===== config.mk =====
export PLATFORM = sky130hd
export DESIGN_NAME = uart_rx
export DESIGN_NICKNAME = d
export VERILOG_FILES = /design/src/rtl/uart_rx.sv
export SDC_FILE = /design/constraint.sdc
export NUM_CORES = 1
export LEC_CHECK = 0
export ABC_AREA = 1
export CORE_MARGIN = 2
export CORE_UTILIZATION = 45
export CTS_CLUSTER_DIAMETER = 60
export DETAILED_ROUTE_END_ITERATION = 10
export HOLD_SLACK_MARGIN = 0.06
export PLACE_DENSITY = 0.73
export SLEW_MARGIN = 20
export SYNTH_ARGS = -nofsm -noshare
export SYNTH_HDL_FRONTEND = slang
export SYNTH_SLANG_ARGS = --single-unit

===== constraint.sdc =====
create_clock -name clk -period 2.1 [get_ports clk]
set_clock_uncertainty 0.2 [all_clocks]
set_input_delay 0.21 -clock clk [delete_from_list [all_inputs] [get_ports clk]]
set_output_delay 0.21 -clock clk [all_outputs]
set_load 0.005 [all_outputs]

===== src/rtl/uart_rx.sv =====
// UART 8N1 receiver with a 2-FF input synchronizer and mid-bit sampling.
// Optional even-parity check enabled by defining UART_RX_PARITY_EN.
module uart_rx #(
  parameter int unsigned CLK_FREQ_KHz  = 50000,
  parameter int unsigned BAUD_RATE_BPS = 115200
) (
  input  logic       clk,
  input  logic       rst,
  input  logic       rx,
  output logic [7:0] data,
  output logic       data_valid,
  output logic       frame_err,
`ifdef UART_RX_PARITY_EN
  output logic       parity_err,
`endif
  output logic       busy
);

  localparam int unsigned BIT_CLOCKS  = (CLK_FREQ_KHz * 1000) / BAUD_RATE_BPS;
  localparam int unsigned HALF_CLOCKS = BIT_CLOCKS / 2;
  localparam int unsigned CntW        = (BIT_CLOCKS > 1) ? $clog2(BIT_CLOCKS) : 1;

  localparam logic [CntW-1:0] BitMax  = CntW'(BIT_CLOCKS - 1);
  localparam logic [CntW-1:0] HalfMax = CntW'(HALF_CLOCKS - 1);

  localparam logic [2:0] StIdle   = 3'd0;
  localparam logic [2:0] StStart  = 3'd1;
  localparam logic [2:0] StData   = 3'd2;
  localparam logic [2:0] StStop   = 3'd4;
  localparam logic [2:0] StWait   = 3'd5;
`ifdef UART_RX_PARITY_EN
  localparam logic [2:0] StParity = 3'd3;
`endif

  logic            rx_meta_q, rx_s_q;
  logic [2:0]      state_q, state_d;
  logic [CntW-1:0] cnt_q, cnt_d;
  logic [2:0]      bit_q, bit_d;
  logic [7:0]      shift_q, shift_d;
  logic [7:0]      data_q, data_d;
  logic            dv_q, dv_d;
  logic            fe_q, fe_d;
  logic            busy_q;
  logic            par_bad;
`ifdef UART_RX_PARITY_EN
  logic            par_q, par_d;
  logic            pe_q, pe_d;
`endif

`ifdef UART_RX_PARITY_EN
  assign par_bad = ^{shift_q, par_q};
`else
  assign par_bad = 1'b0;
`endif

  always_comb begin
    state_d = state_q;
    cnt_d   = cnt_q;
    bit_d   = bit_q;
    shift_d = shift_q;
    data_d  = data_q;
    dv_d    = 1'b0;
    fe_d    = 1'b0;
`ifdef UART_RX_PARITY_EN
    par_d   = par_q;
    pe_d    = 1'b0;
`endif
    case (state_q)
      StIdle: begin
        cnt_d = '0;
        bit_d = '0;
        if (!rx_s_q) state_d = StStart;
      end
      StStart: begin
        if (cnt_q == HalfMax) begin
          cnt_d   = '0;
          // A start bit that is high again at mid-bit was only a glitch
          state_d = rx_s_q ? StIdle : StData;
        end else begin
          cnt_d = cnt_q + 1'b1;
        end
      end
      StData: begin
        if (cnt_q == BitMax) begin
          cnt_d   = '0;
          shift_d = {rx_s_q, shift_q[7:1]};
          if (bit_q == 3'd7) begin
            bit_d = '0;
`ifdef UART_RX_PARITY_EN
            state_d = StParity;
`else
            state_d = StStop;
`endif
          end else begin
            bit_d = bit_q + 3'd1;
          end
        end else begin
          cnt_d = cnt_q + 1'b1;
        end
      end
`ifdef UART_RX_PARITY_EN
      StParity: begin
        if (cnt_q == BitMax) begin
          cnt_d   = '0;
          par_d   = rx_s_q;
          state_d = StStop;
        end else begin
          cnt_d = cnt_q + 1'b1;
        end
      end
`endif
      StStop: begin
        if (cnt_q == BitMax) begin
          cnt_d = '0;
`ifdef UART_RX_PARITY_EN
          pe_d  = par_bad;
`endif
          if (rx_s_q) begin
            if (!par_bad) begin
              data_d = shift_q;
              dv_d   = 1'b1;
            end
            state_d = StIdle;
          end else begin
            fe_d    = 1'b1;
            state_d = StWait;
          end
        end else begin
          cnt_d = cnt_q + 1'b1;
        end
      end
      StWait: begin
        // Hold off until the line is released so a break cannot retrigger
        if (rx_s_q) state_d = StIdle;
      end
      default: state_d = StIdle;
    endcase
  end

  always_ff @(posedge clk) begin
    if (rst) begin
      rx_meta_q <= 1'b1;
      rx_s_q    <= 1'b1;
      state_q   <= StIdle;
      cnt_q     <= '0;
      bit_q     <= '0;
      shift_q   <= '0;
      data_q    <= '0;
      dv_q      <= 1'b0;
      fe_q      <= 1'b0;
      busy_q    <= 1'b0;
`ifdef UART_RX_PARITY_EN
      par_q     <= 1'b0;
      pe_q      <= 1'b0;
`endif
    end else begin
      rx_meta_q <= rx;
      rx_s_q    <= rx_meta_q;
      state_q   <= state_d;
      cnt_q     <= cnt_d;
      bit_q     <= bit_d;
      shift_q   <= shift_d;
      data_q    <= data_d;
      dv_q      <= dv_d;
      fe_q      <= fe_d;
      busy_q    <= (state_d != StIdle);
`ifdef UART_RX_PARITY_EN
      par_q     <= par_d;
      pe_q      <= pe_d;
`endif
    end
  end

  assign data       = data_q;
  assign data_valid = dv_q;
  assign frame_err  = fe_q;
  assign busy       = busy_q;
`ifdef UART_RX_PARITY_EN
  assign parity_err = pe_q;
`endif

endmodule


# Word level (Yosys, flattened, before mapping)

Index checks and enable logic that the tools add are counted.

Reduce and logical (&&, ||, !) cells: 9
Bitwise operators: 2
Add/subtract/negate cells: 2
Mux-type cells: 17
Equal/unequal tests: 8

Operators by type and width:

| operator                                            | number |
|---|---|
| two-way mux 3 bit                                   | 9 |
| case mux 9 bit (3 select lines)                     | 1 |
| two-way mux 9 bit                                   | 2 |
| case mux 3 bit (5 select lines)                     | 1 |
| adder 9 x 1 -> 9 bit, second input constant         | 1 |
| equality test 3 bit, second input constant          | 3 |
| equality test 9 x 8 -> 1 bit, second input constant | 1 |
| equality test 9 bit, second input constant          | 1 |
| case mux 3 bit (2 select lines)                     | 1 |
| nonzero test 3 bit                                  | 2 |
| AND reduction 2 bit                                 | 2 |
| adder 3 x 1 -> 3 bit, second input constant         | 1 |
| equality test 3 x 1 -> 1 bit, second input constant | 1 |
| equality test 3 x 2 -> 1 bit, second input constant | 1 |
| logical NOT 3 bit                                   | 1 |
| AND reduction 3 bit                                 | 1 |
| OR reduction 3 bit                                  | 1 |
| two-way mux 1 bit                                   | 2 |
| two-way mux 2 bit                                   | 1 |
| inequality test 2 bit, second input constant        | 1 |
| NOT 1 bit                                           | 2 |
| nonzero test 2 bit                                  | 1 |
| OR reduction 2 bit                                  | 1 |

Word-level logic and storage cells: 48
Flip-flop bits (word level): 36
Input bits: 3
Output and inout port bits: 11

# Longest topological paths before layout

Depth in word-level cells: 5
Depth in mapped cells: 9

# Least setup slack after synthesis

No wires, ideal clock.

Path kind: register to register
Start: register cnt_q[0]
End: register data_q[1], in the netlist data[1]
Arrival: 1.222 ns
Library setup time: 0.113 ns
Data required time: 1.787 ns
Cell stages (with the launch flop): 9
Path slack: 0.564 ns
Buffers on the path: 0
Path through: dfxtp_1 > ha_1 > nand2_1 > nor2_4 > nand3_4 > nor2_8 > inv_4 > nor2_1 > nor2_1

Word-level cells in the longest chain between the ends: 2

Ends and longest elaborated chain:

| item                                 | line | source |
|---|---|---|
| from (decl)                          | 37   | `logic [CntW-1:0] cnt_q, cnt_d;` |
| from (signal assigned)               | 160  | `cnt_q <= cnt_d;` |
| equality test 9 bit                  | 113  | `if (cnt_q == BitMax) begin` |
| AND reduction 3 bit (no source line) | -    |  |
| to (signal assigned)                 | 163  | `data_q <= data_d;` |
| to (decl)                            | 40   | `logic [7:0] data_q, data_d;` |

Every way passes these cells.
A chain may end at the register's enable or synchronous reset.

# Final worst setup path

Start: register cnt_q[0]
End: register shift_q[5]

Word-level cells in the longest chain between the ends: 2

Ends and longest elaborated chain:

| item                                 | line | source |
|---|---|---|
| equality test 9 bit                  | 84   | `if (cnt_q == BitMax) begin` |
| AND reduction 2 bit (no source line) | -    |  |
| to (signal assigned)                 | 162  | `shift_q <= shift_d;` |
| to (decl)                            | 39   | `logic [7:0] shift_q, shift_d;` |

Every way passes these cells.

==> results.yml <==
run_status:
  status: "complete, no violations"
drt:
  firstDrtPassIters: 4
  wl_met3_um: 141
  routed_via_density: 4.72
  wl_per_cell_um: 10.7
  dr_total_vias: 1393
  antenna_left: 0
  top_layer: "met4"
  routed_wl_um: 3160
  drt_first_iter_violations: 45
  wl_met1_um: 1660
  drt_drc_violations_left: 0
  wl_met2_um: 1300
timing:
  setup_violations: 0
  finalHoldViolations: 0
  fin_crit_sh_pct: 84.5
  fin_hold_ws_ps: 211
  final.setup.tns_ps: 0
  rsz0062_at_grt: "no"
  worst_pin_slew_ps: 573
  max_freq_mhz: 564
  worst_slack_ps: 325
  maxSlewHeadroom_pct: 61.8
  slew_viol_final: 0
  fin_crit_ps: 1770
yosys:
  yosys.area_share.adder_pct: 3.66
  ys_warn_count: 0
  synth_top_family_by_area: "simple AND/OR/NAND/NOR gates"
  yosys.area_share.xor_xnor_pct: 1.54
  synth.ff_latch_count: 36
  synth_compound_area_share_pct: 10.5
  synth.distinct_cells: 31
  synth_area_um2: 1710
  netlist_instances: 229
  synth-simple-area-share_pct: 35.3
  synthMuxAreaShare_pct: 0
  syn_nets: 237
  synth-seq-area-share_pct: 42.2
  postSynthAreaPerCell_um2: 7.46
placement:
  numPortBuffers: 13
  dp.cells: 287
  gp_congestion: 0.846
  place_ws_ps: 318
  dp_hpwl_um: 2180
clock_tree:
  clock_latency_ps: 290
  cts_buffer_depth: 2
  post-cts-setup-buffers: 0
  hold_buffers: 0
  cts.sinks: 36
  tritoncts: "built"
  ctsResizeCount: 0
  path_clk_slew_ps: 70
  root_buffer: "clkbuf_8"
  htree_levels: 2
  cts_buffers: 5
critical_path:
  r2r-start: "cnt_q[0]"
  critPathMaxStageDelay_ps: 390
  critPathMaxFanout: 11
  r2r_slack_ps: 330
  crit_chain: "ha_1, nand2_1, nor2_4, nand3_2, inv_2, o21ai_0, a21oi_1"
  r2r-end: "shift_q[5]"
  reg2reg_depth: 7
  endpoint: "shift_q[5]"
  critical_path_class: "reg -> reg"
  endpoint_kind: "flop"
  required_ps: 2120
  cp_slowest_cell: "dfxtp_1"
  start_kind: "flop"
  crit_start: "cnt_q[0]"
  cp_data_arrival_time_ps: 1800
floorplan:
  die_y_um: 65.6
  core_um2: 3660
  row_count: 22
  chipWidth_um: 65.6
  num_io_pins: 14
  start_util_pct: 46.7
  die_area_um2: 4300
finish:
  stdcell_count: 295
  antenna_cells: 0
  fin_nets: 254
  area_growth_pct: 16.5
  n_fill_cell: 329
  drive_gt1_share_pct: 13.0
global_route:
  overflow: 0
  grt_usage_pct: 16.5
  grt_max_degree: 22
  grt_pass1_vias: 1231
  antenna_found_initial: 0
  grt_pass1_wl_um: 5480
job:
  drv_cap: 0
pwr:
  power_density_nw_per_um2: 672
  power_leakage_uw: 0.000883
  ir_drop_uv: 470
  p_total_uw: 1340
hold_path:
  hold_path_class: "reg -> reg"
-- cell usage in the layout, fill, tap and decap left out, types with 2 or more instances in the layout --
master | netlist | layout
nand3_4 | 2 | 2
inv_1 | 17 | 17
clkdlybuf4s50_1 | 0 | 13
nor2_4 | 3 | 3
nand3_2 | 2 | 2
ha_1 | 5 | 5
nand3_1 | 9 | 9
clkbuf_8 | 0 | 5
a21oi_1 | 13 | 13
nor2_2 | 2 | 2
nor3_1 | 2 | 2
nand4_1 | 5 | 5
inv_2 | 6 | 6
dfxtp_1 | 36 | 36
o21ai_1 | 10 | 10
nand2_1 | 47 | 47
nand2_2 | 2 | 2
or2_2 | 2 | 2
xor2_1 | 2 | 2
nor2_1 | 41 | 41
o21ai_0 | 11 | 11
-- kinds of logic (layout without fill, tap and decap cells) --
kind of cell               after synthesis  in the layout
buffers and inverters                   28             46
xor gates and xnor gates                 3              3
and+or+nand+nor                        122            122
adders and majority gates                5              5
AOI/OAI and AO/OA                       35             35
DFF                                     36             36
-- worst max-delay path, delay by kind of cell (launching register included) --
kind	cells	cell delay, ps
adders and majority gates	1	190
AOI/OAI and AO/OA	2	240
DFF	1	390
buffers and inverters	1	200
and+or+nand+nor	3	500
-- per-layer routing --
layer / vias up / global-route usage [%]
li1: 767 / -
met2: 20 / 24.4
met4: 0 / 6.25
met1: 600 / 22.9
met3: 6 / 4.62
met5: - / 0
-- cell type report --
cell class	count	area, um^2	share of cell area, %
Clock buffer	6	72.6	3.65
Clock inverter	2	35.0	1.76
Inverter	24	92.6	4.65
Multi-Input combinational cell	165	871	43.8
Sequential cell	36	721	36.2
Tap cell	48	60.1	3.02
Timing Repair Buffer	14	138	6.92
-- through the flow --
stage	cell area, um^2	util, %
2_1_floorplan	1710	-
3_3_place_gp	1880	51.4
3_5_place_dp	1880	51.4
4_1_cts	1990	54.3
5_1_grt	1990	54.3
6_report	1990	54.3
-- state kept, by name, indices dropped and copies added, names as in the netlist, 3 cells and up --
signal and cells:
data 8, shift_q 8, bit_q 3, state_q 3
cnt_q 9
-- worst min path at each step --
stage / to / slack (ps) / depth (start not counted) / startpoint
after floorplan: rx_meta_q / 110 / 1 / rx
after global placement: rx_s_q / 190 / 1 / rx_meta_q
after detailed placement: rx_s_q / 200 / 1 / rx_meta_q
after CTS: rx_s_q / 210 / 1 / rx_meta_q
after global routing: rx_s_q / 240 / 1 / rx_meta_q
final: rx_s_q / 210 / 1 / rx_meta_q
-- where the power goes --
group	internal (uW)	switching [uW]
logic	19.9	34.4
registers	688	4.65
clock network	352	238
-- synthesized netlist by cell type, drive strengths merged --
cell type / n / area [um^2]
buf: 2 / 15.0
and2: 1 / 6.26
dfxtp: 36 / 721
nor3: 3 / 26.3
nor4: 1 / 6.26
a21oi: 14 / 73.8
inv: 24 / 92.6
xor2: 2 / 17.5
nand3: 13 / 100
clkbuf: 2 / 8.75
o21ai: 21 / 105
nand2: 50 / 200
xnor2: 1 / 8.76
or2: 2 / 12.5
ha: 5 / 62.6
nand4: 5 / 31.3
nor2: 47 / 220
(Power assumes the default switching activity.)
